===== src/rtl/icache_dm.sv =====
`default_nettype none
// ============================================================================
//  Module   : icache_dm
//  Purpose  : Direct-mapped instruction cache between the core fetch port and
//             a multi-cycle backing instruction memory. Hits are answered
//             combinationally in the same cycle. A miss stalls the core while
//             the whole line is filled word by word over a req/ready
//             handshake. The cache also provides full invalidate (flush) and
//             saturating hit/miss counters.
//  Ports    : clk, rst           - clock, asynchronous active-high reset
//             cpu_req/cpu_addr   - fetch request and byte address
//             cpu_instr/cpu_stall- returned instruction, stall to the core
//             flush              - single-cycle invalidate-all pulse
//             mem_req/mem_addr   - backing-memory word request/address
//             mem_ready/mem_rdata- request completion and read data
//             hit_cnt/miss_cnt   - saturating statistics counters
//  Revision : 1.0 - initial release
// ============================================================================
module icache_dm #(
    parameter int LINES          = 16,
    parameter int WORDS_PER_LINE = 4,
    parameter int ADDR_W         = 32
) (
    input  logic              clk,
    input  logic              rst,
    input  logic              cpu_req,
    input  logic [ADDR_W-1:0] cpu_addr,
    output logic [31:0]       cpu_instr,
    output logic              cpu_stall,
    input  logic              flush,
    output logic              mem_req,
    output logic [ADDR_W-1:0] mem_addr,
    input  logic              mem_ready,
    input  logic [31:0]       mem_rdata,
    output logic [31:0]       hit_cnt,
    output logic [31:0]       miss_cnt
);

    localparam int c_OB    = $clog2(WORDS_PER_LINE);
    localparam int c_IB    = $clog2(LINES);
    localparam int c_TAG_W = ADDR_W - 2 - c_OB - c_IB;

    localparam logic [c_OB-1:0] c_LAST_WORD = c_OB'(WORDS_PER_LINE - 1);
    localparam logic [31:0]     c_CNT_MAX   = 32'hFFFF_FFFF;

    typedef enum logic [1:0] {
        S_IDLE = 2'd0,
        S_FILL = 2'd1,
        S_DONE = 2'd2
    } state_t;

    state_t r_state;
    state_t w_next_state;

    logic [LINES-1:0]   r_valid;
    logic [c_TAG_W-1:0] r_tag_mem [LINES];
    logic [31:0]        r_data    [LINES*WORDS_PER_LINE];

    logic [c_TAG_W-1:0] r_fill_tag;
    logic [c_IB-1:0]    r_fill_index;
    logic [c_OB-1:0]    r_word_cnt;
    logic               r_flush_pend;
    logic [31:0]        r_hit_cnt;
    logic [31:0]        r_miss_cnt;

    logic [c_OB-1:0]    w_word;
    logic [c_IB-1:0]    w_index;
    logic [c_TAG_W-1:0] w_tag;
    logic               w_hit;
    logic               w_mem_req;
    logic               w_unused_addr_bits;

    // Byte-offset bits never matter: fetches are always whole words.
    assign w_unused_addr_bits = ^cpu_addr[1:0];

    assign w_word  = cpu_addr[2 +: c_OB];
    assign w_index = cpu_addr[2 + c_OB +: c_IB];
    assign w_tag   = cpu_addr[ADDR_W-1 -: c_TAG_W];

    // Hits are only reported in IDLE so the refetch after DONE is what
    // releases the core, never a partially written line.
    assign w_hit     = r_valid[w_index] && (r_tag_mem[w_index] == w_tag) && (r_state == S_IDLE);
    assign cpu_instr = r_data[{w_index, w_word}];
    assign cpu_stall = cpu_req && !w_hit;

    // The request address is built from the latched fill registers, so it
    // stays stable until mem_ready advances the word counter.
    assign mem_req  = w_mem_req;
    assign mem_addr = {r_fill_tag, r_fill_index, r_word_cnt, 2'b00};
    assign hit_cnt  = r_hit_cnt;
    assign miss_cnt = r_miss_cnt;

    always_comb begin
        w_next_state = r_state;
        w_mem_req    = 1'b0;
        case (r_state)
            S_IDLE: begin
                if (cpu_req && !w_hit) begin
                    w_next_state = S_FILL;
                end
            end
            S_FILL: begin
                w_mem_req = 1'b1;
                if (mem_ready && (r_word_cnt == c_LAST_WORD)) begin
                    w_next_state = S_DONE;
                end
            end
            S_DONE: begin
                w_next_state = S_IDLE;
            end
            default: begin
                w_next_state = S_IDLE;
            end
        endcase
    end

    always_ff @(posedge clk or posedge rst) begin
        if (rst) begin
            r_state      <= S_IDLE;
            r_valid      <= '0;
            r_fill_tag   <= '0;
            r_fill_index <= '0;
            r_word_cnt   <= '0;
            r_flush_pend <= 1'b0;
            r_hit_cnt    <= '0;
            r_miss_cnt   <= '0;
        end else begin
            r_state <= w_next_state;
            case (r_state)
                S_IDLE: begin
                    if (cpu_req && w_hit && (r_hit_cnt != c_CNT_MAX)) begin
                        r_hit_cnt <= r_hit_cnt + 32'd1;
                    end
                    if (cpu_req && !w_hit) begin
                        r_fill_tag   <= w_tag;
                        r_fill_index <= w_index;
                        r_word_cnt   <= '0;
                        // The victim line is overwritten in place, so it
                        // must stop hitting as soon as the fill begins.
                        r_valid[w_index] <= 1'b0;
                        if (r_miss_cnt != c_CNT_MAX) begin
                            r_miss_cnt <= r_miss_cnt + 32'd1;
                        end
                    end
                    if (flush) begin
                        r_valid <= '0;
                    end
                end
                S_FILL: begin
                    if (mem_ready) begin
                        r_word_cnt <= r_word_cnt + 1'b1;
                    end
                    if (flush) begin
                        r_flush_pend <= 1'b1;
                    end
                end
                S_DONE: begin
                    // A flush seen during the fill wins over the new line:
                    // everything is invalidated and the stalled fetch misses
                    // once more.
                    if (r_flush_pend || flush) begin
                        r_valid <= '0;
                    end else begin
                        r_valid[r_fill_index] <= 1'b1;
                    end
                    r_flush_pend <= 1'b0;
                end
                default: begin
                end
            endcase
        end
    end

    // Storage arrays carry no reset; validity is tracked by r_valid alone.
    always_ff @(posedge clk) begin
        if ((r_state == S_FILL) && mem_ready) begin
            r_data[{r_fill_index, r_word_cnt}] <= mem_rdata;
        end
        if (r_state == S_DONE) begin
            r_tag_mem[r_fill_index] <= r_fill_tag;
        end
    end

endmodule
`default_nettype wire

===== config.mk =====
export PLATFORM = sky130hd
export DESIGN_NAME = icache_dm
export DESIGN_NICKNAME = d
export VERILOG_FILES = /design/src/rtl/icache_dm.sv
export SDC_FILE = /design/constraint.sdc
export NUM_CORES = 2
export LEC_CHECK = 0
export ABC_CLOCK_PERIOD_IN_PS = 8400
export BUFFER_PORTS_ARGS = -buffer_cell sky130_fd_sc_hd__clkbuf_2
export CORE_MARGIN = 5
export CORE_UTILIZATION = 55
export DETAILED_ROUTE_END_ITERATION = 8
export PLACE_DENSITY = 0.8
export SYNTH_ARGS = -nofsm -noshare
export SYNTH_HDL_FRONTEND = slang
export SYNTH_SLANG_ARGS = --single-unit

===== constraint.sdc =====
create_clock -name clk -period 8.4 [get_ports clk]
set_clock_uncertainty 0.15 [all_clocks]
set_input_delay 0 -clock clk [delete_from_list [all_inputs] [get_ports clk]]
set_output_delay 0 -clock clk [all_outputs]
set_load 0.02 [all_outputs]

# ---- Word level (Yosys, flattened, before mapping)
# Memory sizes are Yosys's and may differ from the RTL's.
# Index checks and enable logic that the tools add are counted.
dict set report classes {
  n_bitwise 3
  n_eq_ne 11
  muxes 23
  mul 0
  reduce_logical 22
  n_shift 0
  magnitude_cmp 4
  n_div 0
  add_sub_neg 3
}
# op count
set op_table {}
lappend op_table {{32-bit by 1-bit adder with 32-bit output (second input constant)} 2}
lappend op_table {{32-bit inequality test (second input constant)} 2}
lappend op_table {{16-bit 2-to-1 mux} 3}
lappend op_table {{16-bit one-hot mux with 2 select lines} 1}
lappend op_table {{24-bit == test} 1}
lappend op_table {{16-bit bitwise AND} 1}
lappend op_table {{16-bit NOT} 1}
lappend op_table {{16-bit bitwise OR} 1}
lappend op_table {{4-bit by 5-bit < comparator with 1-bit output (second input constant)} 2}
lappend op_table {{2-bit AND reduction} 5}
lappend op_table {{1-bit logical AND} 9}
lappend op_table {{1-bit 2-to-1 mux} 9}
lappend op_table {{1-bit demux with 4-bit select} 2}
lappend op_table {{4-bit by 1-bit greater-or-equal comparator with 1-bit output (second input constant)} 2}
lappend op_table {{2-bit 2-to-1 mux} 4}
lappend op_table {{2-bit inequality test (second input constant)} 4}
lappend op_table {{2-bit one-hot mux with 2 select lines} 2}
lappend op_table {{3-bit AND reduction} 2}
lappend op_table {{2-bit nonzero test} 3}
lappend op_table {{1-bit binary-select mux with 4-bit select} 1}
lappend op_table {{2-bit == test (second input constant)} 2}
lappend op_table {{3-bit inequality test (second input constant)} 1}
lappend op_table {{2-bit by 1-bit adder with 2-bit output (second input constant)} 1}
lappend op_table {{2-bit by 1-bit == test with 1-bit output (second input constant)} 1}
lappend op_table {{4 further kinds} 4}
dict set report word_totals {
  regBits 113
  mem_bits_ro 0
  in_bits 69
  n_memories 2
  wordCells 76
  mem_bits_rw 2432
  latch_bits 0
}
# memory depth word_bits rd rd_clocked_by_memory_dff write_ports line_no
set memory_table {}
lappend memory_table {r_data 64 32 1 0 1 57} ;# logic [31:0] r_data [LINES*WORDS_PER_LINE];
lappend memory_table {r_tag_mem 16 24 1 0 1 56} ;# logic [c_TAG_W-1:0] r_tag_mem [LINES];

# ---- Longest topological paths before layout
dict set report depth {
  depth_word 9
  ltp_mapped 15
  depth_no_buf 10
}

# ---- Least setup slack after synthesis
# Ideal clock, no wire load.
dict set report synth_path {
  path_type {register -> register}
  startpoint {reg r_state[0]}
  endpoint {mem r_data[14][0] (enable)}
  stages_incl_launch_ff 7
  slack_ps 4802
  t_arrival_ps 3027
  cell_sequence {dfrtp_1 > clkinv_1 > nor2_1 > nand2_1 > nor2_1 > nand3_1 > nor2_1}
}
dict set report synth_between {
  elab_chain_len 4
}
# item line_no
set synth_lines {}
lappend synth_lines {{start, declared} 52} ;# state_t r_state;
lappend synth_lines {{start signal, assigned} 128} ;# r_state <= w_next_state;
lappend synth_lines {{2-bit by 1-bit == test with 1-bit output} 176} ;# if ((r_state == S_FILL) && mem_ready) begin
lappend synth_lines {{1-bit logical AND} 176}
lappend synth_lines {{1-bit 2-to-1 mux} 176}
lappend synth_lines {{1-bit 2-to-1 mux (implied by the code)} 177} ;# r_data[{r_fill_index, r_word_cnt}] <= mem_rdata;
lappend synth_lines {{end, declared} 57}
# No other way between the ends.

# ---- Worst setup path after layout
dict set report layout_path {
  startpoint {in cpu_addr[7]}
  endpoint {out cpu_stall}
}
dict set report layout_between {
  elab_chain_len 6
  elab_cells_between_ends 8
  cone_classes {eq/ne: 1; mux: 2; reduce/logical: 4; memory: 1}
}
# item line_no
set layout_lines {}
lappend layout_lines {{start, declared} 27} ;# input logic [ADDR_W-1:0] cpu_addr,
lappend layout_lines {{memory 16 x 24 bit or 1-bit binary-select mux with 4-bit select (tied branches)} n/a}
lappend layout_lines {{24-bit == test or 1-bit 2-to-1 mux (tied branches)} 82} ;# assign w_hit = r_valid[w_index] && (r_tag_mem[w_index] == w_tag) && (r_state == S_IDLE);
lappend layout_lines {{1-bit logical AND (*) (2 in series)} 82}
lappend layout_lines {{1-bit logical NOT (*)} 84} ;# assign cpu_stall = cpu_req && !w_hit;
lappend layout_lines {{1-bit logical AND (*)} 84}
lappend layout_lines {{end, declared} 29} ;# output logic cpu_stall,
# Every way passes the cells marked *; elsewhere a longest branch is shown, timed or not. The select of a mux whose other input is x is not followed.

==> results.sh <==
export IMPL_cts_made_buffers=232
export IMPL_reg2reg_slack_ns=3.51
export IMPL_ys_seq_elements=2545
export IMPL_drive_gt1_share_pct=28.1
export IMPL_final_max_slew_viol_count=0
export IMPL_die_area_sq_mm=0.187
export IMPL_p_per_area_mw_per_mm2=251
export IMPL_fin_util_pct=62.5
export IMPL_area_growth_pct=13.4
export IMPL_setup_slack_ns=2.79
export IMPL_grt_pass1_vias=52659
export IMPL_gp_congestion=0.834
export IMPL_first_pass_iters=7
export IMPL_wl_mm=286
export IMPL_run_status="complete, no violations"
export IMPL_hold_depth=1
export IMPL_ant_nets=0
export IMPL_worstMarginPinSlew_ns=1.39
export IMPL_finalCritPeriodShare_pct=66.8
export IMPL_io_pins=199
export IMPL_fin_nets=4920
export IMPL_synth_distinct_cells=73
export IMPL_startpoint_type="input pin"
export IMPL_cts_tree="built"
export IMPL_grt_antenna_before_repair=17
export IMPL_slowest_delay_ns=0.77
export IMPL_layout_commonest_cell="edfxtp_1"
export IMPL_worst_path_max_fanout=56
export IMPL_core_area_sq_mm=0.178
export IMPL_ff2ff_path_depth=11
export IMPL_rsz0062_at_grt="false"
export IMPL_grtUsageTotal_pct=30.6
export IMPL_path_clk_slew_ns=0.06
export IMPL_rr_endpoint="hit_cnt[8]$_DFFE_PP0P_"
export IMPL_vias_per_cell=7.14
export IMPL_io_buffer_count=194
export IMPL_wl_per_cell_um=38.6
export IMPL_min_to="r_data[30][14]$_DFFE_PP_"
export IMPL_grt_pass1_wl_mm=398
export IMPL_clock_sinks=2545
export IMPL_worst_path_max_delay_cell="buf_4"
export IMPL_clock_root_buffer="clkbuf_16"
export IMPL_synthArstFlopShare_pct=4.44
export IMPL_place_ws_ns=3.22
export IMPL_synth_area_per_cell_sq_um=22.1
export IMPL_vdd_ir_drop_max_uv=284
export IMPL_cp_buffers_inverters=5
export IMPL_remaining_drc_errors=0
export IMPL_clock_fmax_mhz=178
export IMPL_most_common_layout_cells="2,432 x edfxtp_1, 636 x mux4_2, 235 x clkbuf_16"
export IMPL_clk_latency_ns=0.90
export IMPL_die_h_um=432
export IMPL_vias=52889
export IMPL_hold_class="in2reg"
export IMPL_final_hold_viol_count=0
export IMPL_setup_violations=0
export IMPL_r2r_start="r_tag_mem[1][17]$_DFFE_PP_"
export IMPL_htreeDepth=4
export IMPL_criticalPathCategory="in2out"
export IMPL_gr_total_overflow=0
export IMPL_synth_edf_count=2432
export IMPL_cts_path_max_buffers=3
export IMPL_power_leakage_uw=0.0355
export IMPL_hp_start="mem_rdata[14]"
export IMPL_rows=155
export IMPL_worstPathArrival_ns=5.46
export IMPL_drtIter0Drc=9559
export IMPL_ys_seq_area_share_pct=77.3
export IMPL_synth_warning_count=0
export IMPL_post_synth_inst_count=4437
export IMPL_netlist_area_sq_mm=0.0982
export IMPL_endpoint_kind="primary output"
export IMPL_die_w_um=432
export IMPL_cts_repair_resized=0
export IMPL_tns_ns=0
export IMPL_grt_max_degree=124
export IMPL_cp_cell_sequence="dlygate4sd3_1, buf_6, buf_4, or2_2, o22ai_1, nor4b_1, nand4_1, nor2_1, nand3_1, dlygate4sd3_1, nor4_4, nor2_1, clkbuf_2"
export IMPL_max_slew_margin_rel_pct=7.03
export IMPL_hold_ws_ns=0.0478
export IMPL_start_util_pct=55.1
export IMPL_maxCapViolations=0
export IMPL_crit_family="buffers and inverters"
export IMPL_dp_hpwl_mm=139
export IMPL_cp_required_ns=8.25
export IMPL_ys_flop_type="edfxtp_1"
export IMPL_fin_crit_ns=5.61
report_power, final:
part | internal, uW | switching, uW | total (uW)
clock | 5940 | 4790 | 10700
combinational | 692 | 1510 | 2200
sequential | 14600 | 422 | 15000
total | 21200 | 6720 | 27900
worst max-delay path by stage:
stage,slack [ns],from,cells after the start,end
global placement,3.24,cpu_addr[4],11,hit_cnt[28]$_DFFE_PP0P_
global route,2.74,cpu_addr[7],13,cpu_stall
floorplan,4.80,r_state[0]$_DFFE_PP0P_,6,r_data[14][0]$_DFFE_PP_
detailed placement,3.22,cpu_addr[4],11,hit_cnt[28]$_DFFE_PP0P_
finish,2.79,cpu_addr[7],13,cpu_stall
CTS,2.99,cpu_addr[5],13,cpu_stall
per-stage QoR:
step           cell area, sq um  power [uW]  instances
2_1_floorplan             98200       16200       4438
4_1_cts                  111000       27900       7401
5_1_grt                  111000       28600       7407
3_5_place_dp             103000       17300       6879
3_3_place_gp             103000       17200       6879
6_report                 111000       27900       7412
cell usage after synthesis (5+ instances only):
master	count	share of area, %
nand3b_1	5	0.038
xor2_1	21	0.19
nor2_1	154	0.59
inv_1	12	0.046
buf_2	49	0.25
a211o_1	7	0.062
nand3_1	64	0.33
mux2_2	21	0.24
and3_1	21	0.13
a31oi_1	18	0.11
nor3_1	18	0.092
a22oi_1	128	0.98
o22ai_1	15	0.096
buf_1	37	0.14
buf_4	21	0.16
nand2b_1	13	0.083
mux2i_1	115	1.2
dfrtp_1	113	2.9
o221ai_1	5	0.045
edfxtp_1	2432	74
nor2b_1	11	0.070
o31ai_1	18	0.14
nand4_1	31	0.20
a22o_1	7	0.062
nand2_1	94	0.36
nor4_1	9	0.057
o21ai_0	21	0.11
mux2_1	27	0.31
a211oi_1	6	0.046
mux4_2	636	15
a21oi_1	29	0.15
clkbuf_1	121	0.46
and2_1	8	0.051
xnor2_1	65	0.58
and4_1	9	0.080
flip-flops by register name (all words and copies together) (netlist names):
| name | count |
|---|---|
| hit_cnt | 32 |
| miss_cnt | 32 |
| r_data | 2048 |
| r_fill_index | 4 |
| r_fill_tag | 24 |
| r_flush_pend | 1 |
| r_state | 2 |
| r_tag_mem | 384 |
| r_valid | 16 |
| r_word_cnt | 2 |
area by class of cell:
type | count | area [sq um]
sequential | 2545 | 75900
fill | 11076 | 66700
multi-input combinational | 1650 | 21900
clock buffer | 287 | 6150
tap | 2355 | 2950
timing repair buffer | 406 | 2910
clock inverter | 145 | 1510
inverter | 13 | 51.3
antenna | 11 | 27.5
worst register-to-register path, cell delays in order, from the launching register on:
cell and delay, ns:
edfxtp_1 0.41, mux4_2 0.49, mux2i_1 0.34, nor2_1 0.12
a211o_1 0.24, o31ai_1 0.48, nand3_1 0.12, dlygate4sd3_1 0.62
nor4_4 0.74, dlygate4sd3_1 0.76, nand4_1 0.15, xnor2_1 0.16
what timing repair did:
action	in CTS	in global routing
setup buffers	0	0
setup endpoints to repair	0	0
hold endpoints to repair	1925	0
hold buffers	90	0
cell families after synthesis:
group | synth area share, %
multiplexers | 16.3
adder cells (fa/ha/maj) | 0.0382
XOR/XNOR | 0.767
flip-flops | 77.3
buffers and inverters | 1.09
AND/OR/NAND/NOR | 2.32
other | 0.00382
AO/OA/AOI/OAI | 2.18
metal layers:
metal | share of wire, % | wire [um] | up-vias | global-route usage [%]
li1 | - | - | 19572 | -
met1 | 32 | 90500 | 26994 | 38.7
met2 | 48 | 137000 | 5262 | 48.2
met3 | 14 | 39700 | 1051 | 8.69
met4 | 6.6 | 18900 | 10 | 17.4
met5 | 0.022 | 63 | - | 0
Note: power is estimated with default switching activity, not from simulation.
